--- src/rtl/clock_pkg.sv ---
// Shared types, mode encodings, field limits and BCD conversion helpers
// for the clock timekeeper.
package clock_pkg;

  typedef logic [7:0] bcd_t;

  typedef enum logic [1:0] {
    MODE_RUN     = 2'b00,
    MODE_SET_HR  = 2'b01,
    MODE_SET_MIN = 2'b10
  } mode_e;

  localparam int unsigned SEC_MAX  = 59;
  localparam int unsigned MIN_MAX  = 59;
  localparam int unsigned HOUR_MAX = 23;

  function automatic int unsigned bcd2bin(input bcd_t b);
    return 10 * 32'(b[7:4]) + 32'(b[3:0]);
  endfunction

  function automatic bcd_t bin2bcd(input int unsigned v);
    return {4'(v / 10), 4'(v % 10)};
  endfunction

endpackage

--- src/rtl/clock_timekeeper_if.sv ---
// Slow-clock, key and display-side signals of the timekeeper, bundled so the
// divider/key side and the timekeeper see matching directions.
interface clock_timekeeper_if;
  import clock_pkg::*;

  logic       clk_1hz;
  logic       clk_2hz;
  logic       key_mode;
  logic       key_inc;
  bcd_t       hour_bcd;
  bcd_t       min_bcd;
  bcd_t       sec_bcd;
  logic [1:0] mode;
  logic       blank_hr;
  logic       blank_min;
  logic       chime;

  modport master (
    output clk_1hz, clk_2hz, key_mode, key_inc,
    input  hour_bcd, min_bcd, sec_bcd, mode, blank_hr, blank_min, chime
  );

  modport slave (
    input  clk_1hz, clk_2hz, key_mode, key_inc,
    output hour_bcd, min_bcd, sec_bcd, mode, blank_hr, blank_min, chime
  );

endinterface

--- src/rtl/bcd_mod_counter.sv ---
// Two-digit BCD counter that wraps to 00 after MAX; carry flags the wrap
// combinationally so the next field can advance in the same cycle.
module bcd_mod_counter
  import clock_pkg::*;
#(
  parameter int unsigned MAX = 59
) (
  input  logic clk,
  input  logic cr,
  input  logic inc,
  input  logic clr,
  output bcd_t bcd,
  output logic carry
);

  localparam bcd_t MAX_BCD = bin2bcd(MAX);

  bcd_t bcd_q, bcd_d;
  logic legal;

  always_comb begin
    legal = (bcd_q[3:0] <= 4'd9) && (bcd2bin(bcd_q) <= MAX);
    bcd_d = bcd_q;
    if (clr) begin
      bcd_d = '0;
    end else if (inc) begin
      // An out-of-range pattern recovers to 00 on its next increment.
      if (!legal || (bcd_q == MAX_BCD)) begin
        bcd_d = '0;
      end else if (bcd_q[3:0] == 4'd9) begin
        bcd_d = {bcd_q[7:4] + 4'd1, 4'd0};
      end else begin
        bcd_d = {bcd_q[7:4], bcd_q[3:0] + 4'd1};
      end
    end
  end

  always_ff @(posedge clk) begin
    if (!cr) begin
      bcd_q <= '0;
    end else begin
      bcd_q <= bcd_d;
    end
  end

  assign bcd   = bcd_q;
  assign carry = inc & (bcd_q == MAX_BCD);

endmodule

--- src/rtl/clock_timekeeper.sv ---
// 24-hour BCD timekeeper: synchronises the divided clocks and keys, runs the
// RUN/SET_HR/SET_MIN mode machine and drives blank and pre-chime flags.
module clock_timekeeper
  import clock_pkg::*;
#(
  parameter int          SYNC_STAGES = 2,
  parameter int unsigned CHIME_START = 55
) (
  input  logic               clk_50m,
  input  logic               cr,
  clock_timekeeper_if.slave  tk
);

  localparam int NIN      = 4;
  localparam int IDX_1HZ  = 0;
  localparam int IDX_2HZ  = 1;
  localparam int IDX_MODE = 2;
  localparam int IDX_INC  = 3;

  logic [NIN-1:0] lvl;
  logic [NIN-1:0] pulse;

  assign lvl = {tk.key_inc, tk.key_mode, tk.clk_2hz, tk.clk_1hz};

  for (genvar g = 0; g < NIN; g++) begin : g_edge
    logic [SYNC_STAGES-1:0] sync_q, sync_d;
    logic                   prev_q, prev_d;

    always_comb begin
      sync_d = {sync_q[SYNC_STAGES-2:0], lvl[g]};
      prev_d = sync_q[SYNC_STAGES-1];
    end

    always_ff @(posedge clk_50m) begin
      if (!cr) begin
        sync_q <= '0;
        prev_q <= 1'b0;
      end else begin
        sync_q <= sync_d;
        prev_q <= prev_d;
      end
    end

    assign pulse[g] = sync_q[SYNC_STAGES-1] & ~prev_q;
  end

  logic p_1hz, p_2hz, p_mode, p_inc;
  assign p_1hz  = pulse[IDX_1HZ];
  assign p_2hz  = pulse[IDX_2HZ];
  assign p_mode = pulse[IDX_MODE];
  assign p_inc  = pulse[IDX_INC];

  mode_e mode_q, mode_d;
  logic  blink_q, blink_d;
  logic  blank_hr_q, blank_hr_d;
  logic  blank_min_q, blank_min_d;
  logic  chime_q, chime_d;

  always_comb begin
    mode_d = mode_q;
    if (p_mode) begin
      unique case (mode_q)
        MODE_RUN:    mode_d = MODE_SET_HR;
        MODE_SET_HR: mode_d = MODE_SET_MIN;
        default:     mode_d = MODE_RUN;
      endcase
    end
  end

  logic tick_run, enter_set, set_hr_inc, set_min_inc;
  logic sec_carry, min_carry, unused_hour_carry;
  logic min_inc, hour_inc;
  bcd_t sec_bcd, min_bcd, hour_bcd;

  // key_mode takes the cycle: a coincident key_inc is dropped.
  assign tick_run    = p_1hz & (mode_q == MODE_RUN);
  assign enter_set   = p_mode & (mode_q == MODE_RUN);
  assign set_hr_inc  = p_inc & ~p_mode & (mode_q == MODE_SET_HR);
  assign set_min_inc = p_inc & ~p_mode & (mode_q == MODE_SET_MIN);
  assign min_inc     = sec_carry | set_min_inc;
  assign hour_inc    = (min_carry & (mode_q == MODE_RUN)) | set_hr_inc;

  bcd_mod_counter #(.MAX(SEC_MAX)) u_sec (
    .clk   (clk_50m),
    .cr    (cr),
    .inc   (tick_run),
    .clr   (enter_set),
    .bcd   (sec_bcd),
    .carry (sec_carry)
  );

  bcd_mod_counter #(.MAX(MIN_MAX)) u_min (
    .clk   (clk_50m),
    .cr    (cr),
    .inc   (min_inc),
    .clr   (1'b0),
    .bcd   (min_bcd),
    .carry (min_carry)
  );

  bcd_mod_counter #(.MAX(HOUR_MAX)) u_hour (
    .clk   (clk_50m),
    .cr    (cr),
    .inc   (hour_inc),
    .clr   (1'b0),
    .bcd   (hour_bcd),
    .carry (unused_hour_carry)
  );

  int unsigned sec_bin, min_bin;
  logic        sec_in_window;

  always_comb begin
    blink_d     = blink_q ^ p_2hz;
    blank_hr_d  = (mode_d == MODE_SET_HR) & blink_d;
    blank_min_d = (mode_d == MODE_SET_MIN) & blink_d;
    sec_bin     = bcd2bin(sec_bcd);
    min_bin     = bcd2bin(min_bcd);
    // Judge the window on the post-tick seconds so chime lines up with sec_bcd.
    if (tick_run) begin
      sec_in_window = (sec_bin + 1 >= CHIME_START) && (sec_bin < SEC_MAX);
    end else begin
      sec_in_window = (sec_bin >= CHIME_START);
    end
    chime_d = (mode_d == MODE_RUN) && (min_bin == MIN_MAX) && sec_in_window;
  end

  always_ff @(posedge clk_50m) begin
    if (!cr) begin
      mode_q      <= MODE_RUN;
      blink_q     <= 1'b0;
      blank_hr_q  <= 1'b0;
      blank_min_q <= 1'b0;
      chime_q     <= 1'b0;
    end else begin
      mode_q      <= mode_d;
      blink_q     <= blink_d;
      blank_hr_q  <= blank_hr_d;
      blank_min_q <= blank_min_d;
      chime_q     <= chime_d;
    end
  end

  assign tk.hour_bcd  = hour_bcd;
  assign tk.min_bcd   = min_bcd;
  assign tk.sec_bcd   = sec_bcd;
  assign tk.mode      = mode_q;
  assign tk.blank_hr  = blank_hr_q;
  assign tk.blank_min = blank_min_q;
  assign tk.chime     = chime_q;

endmodule

--- src/flat_wrapper.sv ---
// flat-port wrapper written by rule: the top's interface ports become plain ports
module clock_timekeeper_flat import clock_pkg::*;
#(
  parameter int          SYNC_STAGES = 2,
  parameter int unsigned CHIME_START = 55
)
  (clk_50m, cr, tk_clk_1hz, tk_clk_2hz, tk_key_mode, tk_key_inc, tk_hour_bcd, tk_min_bcd, tk_sec_bcd, tk_mode, tk_blank_hr, tk_blank_min, tk_chime);
  clock_timekeeper_if tk_i ();
  input  logic clk_50m;
  input  logic cr;
  input wire logic [$bits(tk_i.clk_1hz)-1:0] tk_clk_1hz;
  input wire logic [$bits(tk_i.clk_2hz)-1:0] tk_clk_2hz;
  input wire logic [$bits(tk_i.key_mode)-1:0] tk_key_mode;
  input wire logic [$bits(tk_i.key_inc)-1:0] tk_key_inc;
  output wire logic [$bits(tk_i.hour_bcd)-1:0] tk_hour_bcd;
  output wire logic [$bits(tk_i.min_bcd)-1:0] tk_min_bcd;
  output wire logic [$bits(tk_i.sec_bcd)-1:0] tk_sec_bcd;
  output wire logic [$bits(tk_i.mode)-1:0] tk_mode;
  output wire logic [$bits(tk_i.blank_hr)-1:0] tk_blank_hr;
  output wire logic [$bits(tk_i.blank_min)-1:0] tk_blank_min;
  output wire logic [$bits(tk_i.chime)-1:0] tk_chime;
  assign tk_i.clk_1hz = tk_clk_1hz;
  assign tk_i.clk_2hz = tk_clk_2hz;
  assign tk_i.key_mode = tk_key_mode;
  assign tk_i.key_inc = tk_key_inc;
  assign tk_hour_bcd = tk_i.hour_bcd;
  assign tk_min_bcd = tk_i.min_bcd;
  assign tk_sec_bcd = tk_i.sec_bcd;
  assign tk_mode = tk_i.mode;
  assign tk_blank_hr = tk_i.blank_hr;
  assign tk_blank_min = tk_i.blank_min;
  assign tk_chime = tk_i.chime;
  clock_timekeeper #(.SYNC_STAGES(SYNC_STAGES), .CHIME_START(CHIME_START)) u_core (.clk_50m(clk_50m), .cr(cr), .tk(tk_i));
endmodule
--- config.mk ---
export PLATFORM = sky130hd
export DESIGN_NAME = clock_timekeeper_flat
export DESIGN_NICKNAME = d
export VERILOG_FILES = /design/src/rtl/clock_pkg.sv /design/src/rtl/clock_timekeeper_if.sv /design/src/rtl/bcd_mod_counter.sv /design/src/rtl/clock_timekeeper.sv /design/src/flat_wrapper.sv
export SDC_FILE = /design/constraint.sdc
export NUM_CORES = 1
export LEC_CHECK = 0
export CAP_MARGIN = 25
export CORE_MARGIN = 5
export CORE_UTILIZATION = 50
export DETAILED_ROUTE_END_ITERATION = 10
export GPL_TIMING_DRIVEN = 0
export PLACE_DENSITY_LB_ADDON = 0.12
export SYNTH_ARGS = -nofsm -noshare
export SYNTH_HDL_FRONTEND = slang
export SYNTH_HIERARCHICAL = 1
export SYNTH_SLANG_ARGS = --single-unit
--- constraint.sdc ---
create_clock -name clk_50m -period 5.4 [get_ports clk_50m]
set_clock_uncertainty 0.2 [all_clocks]
set_input_delay 0.81 -clock clk_50m [delete_from_list [all_inputs] [get_ports clk_50m]]
set_output_delay 0.81 -clock clk_50m [all_outputs]
set_load 0.01 [all_outputs]
==> metrics.cfg <==
[drt]
vias=2770
dr.pass1.iters=4
viasPerCell=5.562
detail_route.wl_per_cell_um=13.91
drc=0
drt_wl_total_mm=6.926
final_antenna_net_count=0
drtIter0Drc=83

[power]
p_comb_frac=0.061
switching_share=0.2569
p_leak_nw=1.629
power_density_nw_per_um2=145.7
seq_power_share=0.557
clockPowerShare=0.383
power.total_uw=571.2
p_int_uw=424.5
power_switching_uw=146.8
ir_drop_v=0.0001110

[clocking]
clock_path_buffers=2
cts_root_buffer=clkbuf_8
cts_num_sinks=42
clock_latency_ns=0.31
numCtsBuffers=5
post_cts_resized=0
cts_tree=yes
path_clk_slew_ns=0.10
htree_levels=2
cts_setup_buffers=0
hold_buffers=0

[outcome]
outcome=completed

[setup_path]
worst_path_max_delay_cell=nor4b_4
cp.required_ns=5.43
crit_buf_inv=2
crit_chain=buf_2, nor4b_4, and4bb_2, nand2_1, nor2_1, a21o_1, and4bb_2, nand2_1, nor2_1, nand2b_1, a21oi_1, buf_2, nand2_1, or3b_2, nor2_1, nand3_2, o221ai_1
startpoint_type=register
worstSetupPathType=register to register
worst_path_largest_cell_delay_ns=0.47
crit_family=simple AND/OR/NAND/NOR gates
critPathArrivalTime_ns=3.85
critPathCaptureType=register
cp_max_fo=9

[timing]
fin_crit_ns=3.817
tightest_slew_ns=0.5057
period_share=0.7069
rsz0062_at_grt=false
hold_violations=0
tns_ns=0
setup_viol=0
fmax_mhz=262.0
drv_slew=0
maxSlewHeadroom=0.6618

[global_routing]
antenna_found_initial=0
grt_pass1_vias=2663
grt-ovfl-total=0
grt_pass1_wl_mm=12.32
grt_start_max_net_pins=16
grt_util_all_layers=0.1766

[run]
drv_cap=0

[floorplanning]
coreArea_um2=6681
die_area_um2=8506
pin_count=35
die_y_um=92.23
die_x_um=92.23
start_util=0.5060
fp-row-count=30

[finish]
drive_above_1_share=0.09569
final_common_cell=dfxtp_1
fin_nets=474
final_cell_mix=dfxtp_1, ha_1, clkdlybuf4s50_1
n_fill_cell=597
area_delta_synth_final_pct=15.99
num_antenna_cells=0

[synth]
syn_area_per_cell_um2=9.039
synth_warnings=6
netlist_area_um2=3381
syn_inst=374

[min_path]
hold_path.class=register to register

[placement]
port_buffers=34
dp_hpwl_mm=5.150
gp_congestion=0.8119

path summary, 6_finish.rpt:
path	startpoint	endpoint	slack, ns	cells past startpoint
setup / recovery	u_core/tk.mode[0]	u_core/u_hour/bcd[6]	1.58	17
hold / removal	u_core/g_edge[1].sync_q[0]	u_core/g_edge[1].sync_q[1]	0.24	1
setup reg to reg	u_core/tk.mode[0]	u_core/u_hour/bcd[6]	1.58	17
hold reg to reg	u_core/g_edge[1].sync_q[0]	u_core/g_edge[1].sync_q[1]	0.24	1
state kept, by name, summed over array words and instances (netlist names), 2 cells and up:
signal                cells
u_core/g_edge.sync_q      8
u_core/tk.mode            2
u_core/g_edge.prev_q      4
u_core/u_hour/bcd         8
u_core/u_sec/bcd          8
u_core/u_min/bcd          8
power groups by stage:
stage	registers (mW)	clock network [mW]	logic, mW
after floorplan	0.325	0	0.0226
after global placement	0.325	0	0.0343
after detailed placement	0.325	0	0.0347
after CTS	0.318	0.229	0.0348
after global routing	0.319	0.244	0.0382
final	0.318	0.219	0.0346
per-stage QoR:
step                      std cells  setup WS [ns]  hold slack (ns)    util  area, um^2
after global routing            498          1.290           0.2524  0.5869        3921
final                           498          1.583           0.2364  0.5869        3921
after detailed placement        490          1.599           0.2151  0.5730        3829
after global placement          490          1.607           0.2072  0.5730        3829
after CTS                       498          1.548           0.2406  0.5869        3921
after floorplan                 376          2.080           0.2057       -        3388
routing by layer:
| layer | up-vias | GRT usage | part of all wire |
|---|---|---|---|
| met5 | - | 0 | 0 |
| met4 | 0 | 0.04703 | 0.0094 |
| met3 | 4 | 0.04266 | 0.038 |
| met1 | 1282 | 0.2245 | 0.47 |
| met2 | 50 | 0.2987 | 0.48 |
| li1 | 1434 | - | - |
final cells by class:
type                       count  area, um^2  area share
sequential                    42       840.8      0.2144
clock inverter                 3       23.77    0.006063
inverter                      21       78.83     0.02010
timing repair buffer          34       340.3     0.08679
buffer                         9       52.55     0.01340
clock buffer                   5       68.82     0.01755
tap                           80       100.1     0.02553
multi-input combinational    304        2416      0.6161
(Power assumes the default switching activity.)
